File: config.mk
export PLATFORM = sky130hd
export DESIGN_NAME = ft2232_tx_arbiter
export DESIGN_NICKNAME = d
export VERILOG_FILES = /design/src/rtl/ft2232_tx_arbiter.sv
export SDC_FILE = /design/constraint.sdc
export NUM_CORES = 1
export LEC_CHECK = 0
export ABC_AREA = 1
export CAP_MARGIN = 20
export CORE_UTILIZATION = 25
export CTS_CLUSTER_DIAMETER = 40
export DETAILED_ROUTE_END_ITERATION = 10
export PLACE_DENSITY = 0.56
export SLEW_MARGIN = 5
export SYNTH_ARGS = -nofsm -noshare
export SYNTH_HDL_FRONTEND = slang
export SYNTH_SLANG_ARGS = --single-unit
File: constraint.sdc
create_clock -name clk_i -period 2.1 [get_ports clk_i]
set_input_delay 0.42 -clock clk_i [delete_from_list [all_inputs] [get_ports clk_i]]
set_output_delay 0.42 -clock clk_i [all_outputs]
set_load 0.02 [all_outputs]
File: src/rtl/ft2232_tx_arbiter.sv
// Round-robin framer sharing the FT2232 TX byte path: header {sel,len}, then len+1 payload bytes.
// Latency: header 1 cycle after req is sampled, payload is a zero-latency pass-through; tx_ready_i backpressures every byte.
module ft2232_tx_arbiter #(
    parameter int unsigned TIMEOUT_CLKS = 255,
    parameter logic [7:0]  PAD_BYTE     = 8'h00
) (
    input  logic       clk_i,
    input  logic       reset_n_i,
    input  logic       ch0_req_i,
    input  logic [6:0] ch0_len_i,
    output logic       ch0_gnt_o,
    input  logic [7:0] ch0_data_i,
    input  logic       ch0_valid_i,
    output logic       ch0_ready_o,
    input  logic       ch1_req_i,
    input  logic [6:0] ch1_len_i,
    output logic       ch1_gnt_o,
    input  logic [7:0] ch1_data_i,
    input  logic       ch1_valid_i,
    output logic       ch1_ready_o,
    output logic [7:0] tx_data_o,
    output logic       tx_valid_o,
    input  logic       tx_ready_i,
    output logic       busy_o,
    output logic       underrun_o,
    output logic       pkt_done_o
);
    typedef enum logic [1:0] {ST_IDLE, ST_HEADER, ST_PAYLOAD} state_t;

    localparam logic [7:0] TMO_LAST = 8'(TIMEOUT_CLKS - 1);

    state_t     state;
    logic       sel;
    logic       last_grant;
    logic       pad_mode;
    logic [6:0] remaining;
    logic [7:0] header;
    logic [7:0] tmo_cnt;

    logic       src_vld;
    logic [7:0] src_dat;
    logic       grant_any;
    logic       grant_sel;
    logic [6:0] grant_len;
    logic       xfer;

    assign src_vld   = sel ? ch1_valid_i : ch0_valid_i;
    assign src_dat   = sel ? ch1_data_i  : ch0_data_i;
    assign grant_any = ch0_req_i | ch1_req_i;
    // On a tie the channel that did not win last time goes next.
    assign grant_sel = (ch0_req_i & ch1_req_i) ? ~last_grant : ch1_req_i;
    assign grant_len = grant_sel ? ch1_len_i : ch0_len_i;

    always_comb begin
        tx_data_o   = 8'h00;
        tx_valid_o  = 1'b0;
        ch0_ready_o = 1'b0;
        ch1_ready_o = 1'b0;
        case (state)
            ST_HEADER: begin
                tx_valid_o = 1'b1;
                tx_data_o  = header;
            end
            ST_PAYLOAD: begin
                if (pad_mode) begin
                    tx_valid_o = 1'b1;
                    tx_data_o  = PAD_BYTE;
                end else begin
                    tx_valid_o  = src_vld;
                    tx_data_o   = src_dat;
                    ch0_ready_o = ~sel & tx_ready_i;
                    ch1_ready_o = sel & tx_ready_i;
                end
            end
            default: ;
        endcase
    end

    assign xfer       = tx_valid_o & tx_ready_i;
    assign busy_o     = (state != ST_IDLE);
    assign pkt_done_o = (state == ST_PAYLOAD) && xfer && (remaining == 7'd0);
    // Flags the last idle cycle before padding takes over the rest of the packet.
    assign underrun_o = (state == ST_PAYLOAD) && !pad_mode && !src_vld && (tmo_cnt == TMO_LAST);

    always_ff @(posedge clk_i or negedge reset_n_i) begin
        if (!reset_n_i) begin
            state      <= ST_IDLE;
            sel        <= 1'b0;
            last_grant <= 1'b1;
            pad_mode   <= 1'b0;
            remaining  <= 7'd0;
            header     <= 8'h00;
            tmo_cnt    <= 8'h00;
            ch0_gnt_o  <= 1'b0;
            ch1_gnt_o  <= 1'b0;
        end else begin
            ch0_gnt_o <= 1'b0;
            ch1_gnt_o <= 1'b0;
            case (state)
                ST_IDLE: begin
                    if (grant_any) begin
                        sel        <= grant_sel;
                        last_grant <= grant_sel;
                        remaining  <= grant_len;
                        header     <= {grant_sel, grant_len};
                        ch0_gnt_o  <= ~grant_sel;
                        ch1_gnt_o  <= grant_sel;
                        pad_mode   <= 1'b0;
                        tmo_cnt    <= 8'h00;
                        state      <= ST_HEADER;
                    end
                end
                ST_HEADER: begin
                    if (xfer) begin
                        tmo_cnt <= 8'h00;
                        state   <= ST_PAYLOAD;
                    end
                end
                ST_PAYLOAD: begin
                    if (xfer) begin
                        if (remaining == 7'd0) begin
                            pad_mode <= 1'b0;
                            state    <= ST_IDLE;
                        end else begin
                            remaining <= remaining - 7'd1;
                        end
                    end
                    if (!pad_mode) begin
                        if (src_vld) begin
                            tmo_cnt <= 8'h00;
                        end else if (underrun_o) begin
                            tmo_cnt  <= 8'h00;
                            pad_mode <= 1'b1;
                        end else begin
                            tmo_cnt <= tmo_cnt + 8'd1;
                        end
                    end
                end
                default: state <= ST_IDLE;
            endcase
        end
    end
endmodule
==> metrics.md, run 1 <==
| Metric | Value |
|---|---|
| Non-Filler Instances | 481 |
| Slew Limit Fails | 0 |
| Area growth syn-to-layout | 47.1% |
| Power, Total | approximately 3.8 mW |
| DIE AREA | approximately 8700 um^2 |
| Switch share | 46.3% |
| Final setup viols | 0 |
| M2 GR Usage | between 20% and 30% |
| Simple-gate area share of the yosys netlist | roughly a third |
| Max-cap viol count | 0 |
| Crit-path most repeated cell | buf_4 |
| Area of the multi-input gates | 1220 um^2 |
| Most used routing layer | met2 |
| Drt total wl | 5620 um |
| Vias in the first global route | 1951 |
| CTS root buffer | clkbuf_8 |
| GR Util All Layers | a little over an eighth |
| Initial antenna violation count | 0 |
| Sequential area share after synthesis | 34.9% |
| Final hold vios | 0 |
| Rel. slew slack | 72.9% |
| CP Class | flip-flop to primary output |
| Global-route wire length before repair | between 9000 and 10000 um |
| Design area | approximately 3100 um^2 |
| CP Data Arrival Time | 1640 ps |
| Asr flop ratio synth | 100% |
| Register Area | 727 um^2 |
| Crit path time final | 2060 ps |
| Inserted Diodes | 0 |
| CTS Buffer Depth | 2 |
| Pre-antenna DRT Iters | 5 |
| Dpl hpwl | ~4200 um |
| Initial core utilization | 26.4% |
| Adder-cell share of the synthesized area | 5.41% |
| Ys flop type | dfrtp_1 |
| Remaining global-route overflow | 0 |
| Routability cong. | approximately 0.8 |
| CP cell instances | buf_4 -> buf_4 -> ha_2 -> nor2_2 -> nand2_2 -> nand3_4 -> nor3_2 -> buf_4 |
| CTS Buf Count | 5 |
| CP Buf/Inv Count | 3 |
| DR iter-0 viols | 67 |
| Final ANT Viol Nets | 0 |
| Largest net degree at the start of global routing | 30 |
| Clock skew | 7.98 ps |
| Die Ht | slightly above 90 um |
| Logic gate share of total power | between 60% and 70% |
| Net Count, Synth | 341 |
| Clock Latency Late Sink | 290 ps |
| Global-route met3 utilization | 3.33% |
| Peak Freq | between 0.4 and 0.5 GHz |
| Worst-path clk slew | 70 ps |
| Die Wd | 93.2 um |
| Int Pwr | 2.05 mW |
| PortBufs | 52 |
| Compound-Gate Fraction of Synth Area | 15.1% |
| Layout fillers | around 830 |
| Net Switching | 1.77 mW |
| Max incr delay on CP | 390 ps |
| Largest family of logic cells by synthesized area | simple AND/OR/NAND/NOR gates |
| H-tree levels | 2 |
| Status | complete, no violations |
| Io pins | between 50 and 60 |
| Mux cell area share after synthesis | less than 1% |
| Drt wl/cell | 11.7 um |
| Register share of total power | 23.3% |
| Yosys warns | 0 |
| Vias | 2118 |
| Post-synth cell types | 36 |
| Hold slack | 466 ps |
| Clock Power Share | 12.0% |
| Fin util | about two fifths |
| CTS tree | yes |
| Synth Register Bits | 29 |
| Placed Cells | 469 |
| Setup TNS | 0 ps |
| Leakage Power | 1.46 nW |
| Clk sinks | 29 |
| Vias per cell | 4.40 |
| Worst-margin pin slew | 406 ps |
| Core Box Area | 7890 um^2 |
| Remaining DRCs | 0 |
| Grt met1 use | a little under a fifth |
| Layout cells sized above 1 | 25.3% |
| RSZ-0062 raised after global routing | true |
| Post-Synth XOR/XNOR Area | 0.842% |
| CP top delay family | buffers and inverters |
| CP endpoint kind | primary output |
| Crit-path slowest cell | dfrtp_1 |
| Worst Slack Setup Final | 41.8 ps |
| Pwr/cell area | 1250 nW/um^2 |
| Post-synth design cell area | 2080 um^2 |
| HP Class | flip-flop to flip-flop |
| FP Rows | 32 |
| CP Data Required Time | between 1500 and 2000 ps |
| Startpoint Class | flip-flop |
| Max FO, Critical Path | 4 |
| Place WS | -338 ps |
| Syn Inst Count | around 300 |
| Final period util | between 90% and 100% |
| EDFF count, synth | 0 |
| Post-DP Area | about 2900 um^2 |
| Syn avg cell area | around 7.1 um^2 |
| Max VDD drop | 479 uV |
| # nets final | 424 |
worst min-delay path, stage by stage, from the launching register on:
cell	delay (ps)
dfstp_2	370
nand2_1	50
nand2_1	50
layer usage:
| layer | share of wire, % | wire length, um |
|---|---|---|
| met4 | 0.69 | 39 |
| met3 | 3.3 | 187 |
| met5 | 0 | 0 |
| met1 | 49 | 2760 |
| met2 | 47 | 2630 |
registers in the layout (all words and copies together), names as in the netlist, 2 cells and up:
| name | flops |
|---|---|
| remaining | 7 |
| tmo_cnt | 8 |
| state | 2 |
| header | 7 |
power groups by stage:
stage,logic (mW),clock network [mW],registers (mW)
after floorplan,1.41,0,0.893
after global placement,2.28,0,0.884
after detailed placement,2.28,0,0.888
after CTS,2.27,0.474,0.882
after global routing,2.72,0.505,0.908
final,2.47,0.459,0.888
layout by cell type (no fill, tap or decap), drive strengths merged, types with 2 or more instances in the layout:
cell           instances
a21oi                 15
buf                   46
clkbuf                 6
clkdlybuf4s50         38
clkinv                 2
dfrtp                 28
ha                     9
inv                   41
nand2                 84
nand3                 21
nand4                  4
nor2                  32
nor3                   4
o21ai                 38
or2                    2
synth_stat cells (2+ instances only):
cell type | number | area (um^2)
a21oi_1 | 14 | 70.1
buf_2 | 4 | 20.0
buf_4 | 3 | 22.5
dfrtp_1 | 28 | 701
ha_1 | 9 | 113
inv_1 | 38 | 143
nand2_1 | 79 | 297
nand2_2 | 3 | 18.8
nand2_4 | 2 | 22.5
nand3_1 | 19 | 95.1
nand3_2 | 2 | 20.0
nand4_1 | 4 | 25.0
nor2_1 | 27 | 101
nor2_2 | 2 | 12.5
nor2_4 | 2 | 22.5
nor3_1 | 3 | 15.0
o21ai_0 | 32 | 160
o21ai_1 | 3 | 15.0
o21ai_2 | 3 | 26.3
or2_2 | 2 | 12.5
what timing repair did:
| item | 4_1_cts | 5_1_grt |
|---|---|---|
| resized for setup | 65 | 33 |
| buffers inserted | 1 | 4 |
| setup endpoints to repair | 14 | 13 |
| cloned | 0 | 0 |
| hold buffers | 0 | 0 |
| pin swaps | 0 | 6 |
cell type report:
type | count | area share [%]
inverters | 41 | 5.11
clock buffers | 6 | 2.37
clock inverters | 2 | 0.327
flip-flops and latches | 29 | 23.8
repair buffers | 85 | 24.4
multi-input cells | 216 | 39.9
well taps | 102 | 4.17
worst paths after layout:
kind / from / endpoint / slack, ps / cells after the start
setup / recovery: state[0] / pkt_done_o / 40 / 8
min in group asynchronous: reset_n_i / pad_mode / 520 / 2
hold / removal: last_grant / last_grant / 470 / 2
hold reg to reg: last_grant / last_grant / 470 / 2
setup reg to reg: state[0] / remaining[0] / 230 / 12
max in group asynchronous: reset_n_i / last_grant / 1250 / 2
cell families after synthesis:
| group | after synthesis |
|---|---|
| AOI/OAI and AO/OA | 55 |
| muxes | 1 |
| xor gates and xnor gates | 2 |
| buffers and inverters | 50 |
| adders and majority gates | 9 |
| DFF | 29 |
| and+or+nand+nor | 149 |
Note: power is estimated with default switching activity, not from simulation.
==> run 2, diff against run 1 <==
- CTS_BUF_LIST: not set -> sky130_fd_sc_hd__clkbuf_4
- CTS_CLUSTER_DIAMETER: 40 -> not set
- GPL_TIMING_DRIVEN: not set -> 0
==> metrics.md, run 2 (synthesis gave the netlist of run 1 again) <==
| Metric | Value |
|---|---|
| Max-cap viol count | 0 (unchanged) |
| Final period util | 99.7% (was 98.0%) |
| Power, Total | 3.65 mW (was 3.81 mW) |
| Vias per cell | 4.44 (was 4.40) |
| Max VDD drop | 383 uV (was 479 uV) |
| Initial antenna violation count | 0 (unchanged) |
| Vias | 2079 (was 2118) |
| Inserted Diodes | 0 (unchanged) |
| CP endpoint kind | primary output (unchanged) |
| Remaining global-route overflow | 0 (unchanged) |
| GR Util All Layers | 13.8% (was 13.3%) |
| CP Class | flip-flop to primary output (unchanged) |
| Rel. slew slack | 55.2% (was 72.9%) |
| Top Registers | tmo_cnt x8, header x7, remaining x7 (unchanged) |
| Drt wl/cell | 12.0 um (was 11.7 um) |
| Setup TNS | 0 ps (unchanged) |
| Largest net degree at the start of global routing | 30 (unchanged) |
| Pwr/cell area | 1220 nW/um^2 (was 1250 nW/um^2) |
| CTS Buf Count | 5 (unchanged) |
| H-tree levels | 2 (unchanged) |
| Most frequent cells in the layout | nand2_1 (77), clkdlybuf4s50_1 (37), inv_1 (35) (was nand2_1 (77), clkdlybuf4s50_1 (38), buf_4 (36)) |
| Final setup viols | 0 (unchanged) |
| # nets final | 411 (was 424) |
| Dpl hpwl | 4160 um (was 4250 um) |
| Worst-path clk slew | 100 ps (was 70 ps) |
| CP Data Arrival Time | 1670 ps (was 1640 ps) |
| Remaining DRCs | 0 (unchanged) |
| CTS Hold Bufs | 0 (unchanged) |
| Final ANT Viol Nets | 0 (unchanged) |
| Area growth syn-to-layout | 43.2% (was 47.1%) |
| Leakage Power | 1.40 nW (was 1.46 nW) |
| CP Data Required Time | 1680 ps (about the same) |
| Initial core utilization | 26.4% (unchanged) |
| Slew Limit Fails | 0 (unchanged) |
| Max FO, Critical Path | 4 (unchanged) |
| Core Box Area | 7890 um^2 (unchanged) |
| Clk sinks | 29 (unchanged) |
| RSZ-0062 raised after global routing | true (unchanged) |
| Final hold vios | 0 (unchanged) |
| DIE AREA | 8690 um^2 (unchanged) |
| Peak Freq | 0.478 GHz (was 0.486 GHz) |
| Routability cong. | 0.769 (was 0.796) |
| Layout cells sized above 1 | 24.6% (was 25.3%) |
| Number of flip-flops in the largest register | 8 (unchanged) |
| Largest register by flop count | tmo_cnt (unchanged) |
| Clock skew | 8.82 ps (was 7.98 ps) |
| Io pins | 53 (unchanged) |
| Die Wd | 93.2 um (unchanged) |
| DR iter-0 viols | 64 (was 67) |
| CTS tree | yes (unchanged) |
| HP Class | primary input to async pin (was flip-flop to flip-flop) |
| Most common cell after layout, fill and taps aside | nand2_1 (unchanged) |
| Worst-margin pin slew | 672 ps (was 406 ps) |
| Drt total wl | 5630 um (was 5620 um) |
| FP Rows | 32 (unchanged) |
| PortBufs | 52 (unchanged) |
| Pre-antenna DRT Iters | 4 (was 5) |
| Die Ht | 93.2 um (unchanged) |
| CTS root buffer | clkbuf_4 (was clkbuf_8) |
| Status | complete, no violations (unchanged) |
| Crit path time final | 2090 ps (was 2060 ps) |
| Startpoint Class | flip-flop (unchanged) |
| Clock Latency Late Sink | 330 ps (was 290 ps) |
| Global-route wire length before repair | 9490 um (was 9150 um) |
| Vias in the first global route | 2133 (was 1951) |
| CTS Buffer Depth | 2 (unchanged) |
[run 2: metrics by stage]
| stage | instance area (um^2) | hold slack [ps] | utilization [%] | worst slack [ps] | cells |
|---|---|---|---|---|---|
| 4_1_cts | 2900 | 138 | 36.8 | -43.7 | 466 |
| 6_report | 2980 | 117 | 37.8 | 6.99 | 468 |
| 3_5_place_dp | 2720 | 464 | 34.5 | -399 | 449 |
| 2_1_floorplan | 2080 | 124 | - | 245 | 295 |
| 5_1_grt | 2980 | 162 | 37.8 | -94.0 | 468 |
| 3_3_place_gp | 2730 | 453 | 34.6 | -385 | 449 |
[run 2: cell type report]
cell class	count	area, um^2
sequential	29	728
clock inverter	2	10.0
clock buffer	6	45.0
tap	102	128
timing repair buffer	63	586
buffer	9	67.6
inverter	41	159
fill	829	4910
multi-input combinational	216	1260
[run 2: where the power goes]
group,internal (mW),total (mW),switching (mW),leakage [nW]
Sequential,0.766,0.895,0.129,0.368
Combinational,0.976,2.41,1.43,0.995
Clock,0.140,0.348,0.207,0.0354
[run 2: critical path, stage by stage, from the launching register on]
cell and delay, ps:
dfrtp_1 410, inv_2 90, ha_4 170, buf_6 110, nand3_4 70, nand2_2 70, nand3_2 80, nor3_2 180
buf_4 160
[run 2: repair_timing]
| action | CTS | global route |
|---|---|---|
| cloned | 1 | 0 |
| pin swaps | 10 | 11 |
| endpoints found under the setup margin | 14 | 13 |
| buffers inserted | 8 | 2 |
| resized for setup | 83 | 33 |
[run 2: worst paths after layout]
kind                            startpoint          to  slack [ps]  cells after the start
min in group clk_i              last_grant  last_grant         480                      2
worst min register to register  last_grant  last_grant         480                      2
max in group asynchronous        reset_n_i    state[1]        1510                      1
worst max-delay path              state[0]  pkt_done_o           7                      8
worst max register to register    state[0]  tmo_cnt[5]         300                     11
worst min-delay path             reset_n_i         sel         120                      1
[run 2: layer usage]
layer / global-route usage (%) / part of all wire (%)
met5: 0 / 0
met4: 4.10 / 0.69
met3: 2.76 / 3.4
met2: 23.0 / 47
met1: 18.1 / 48
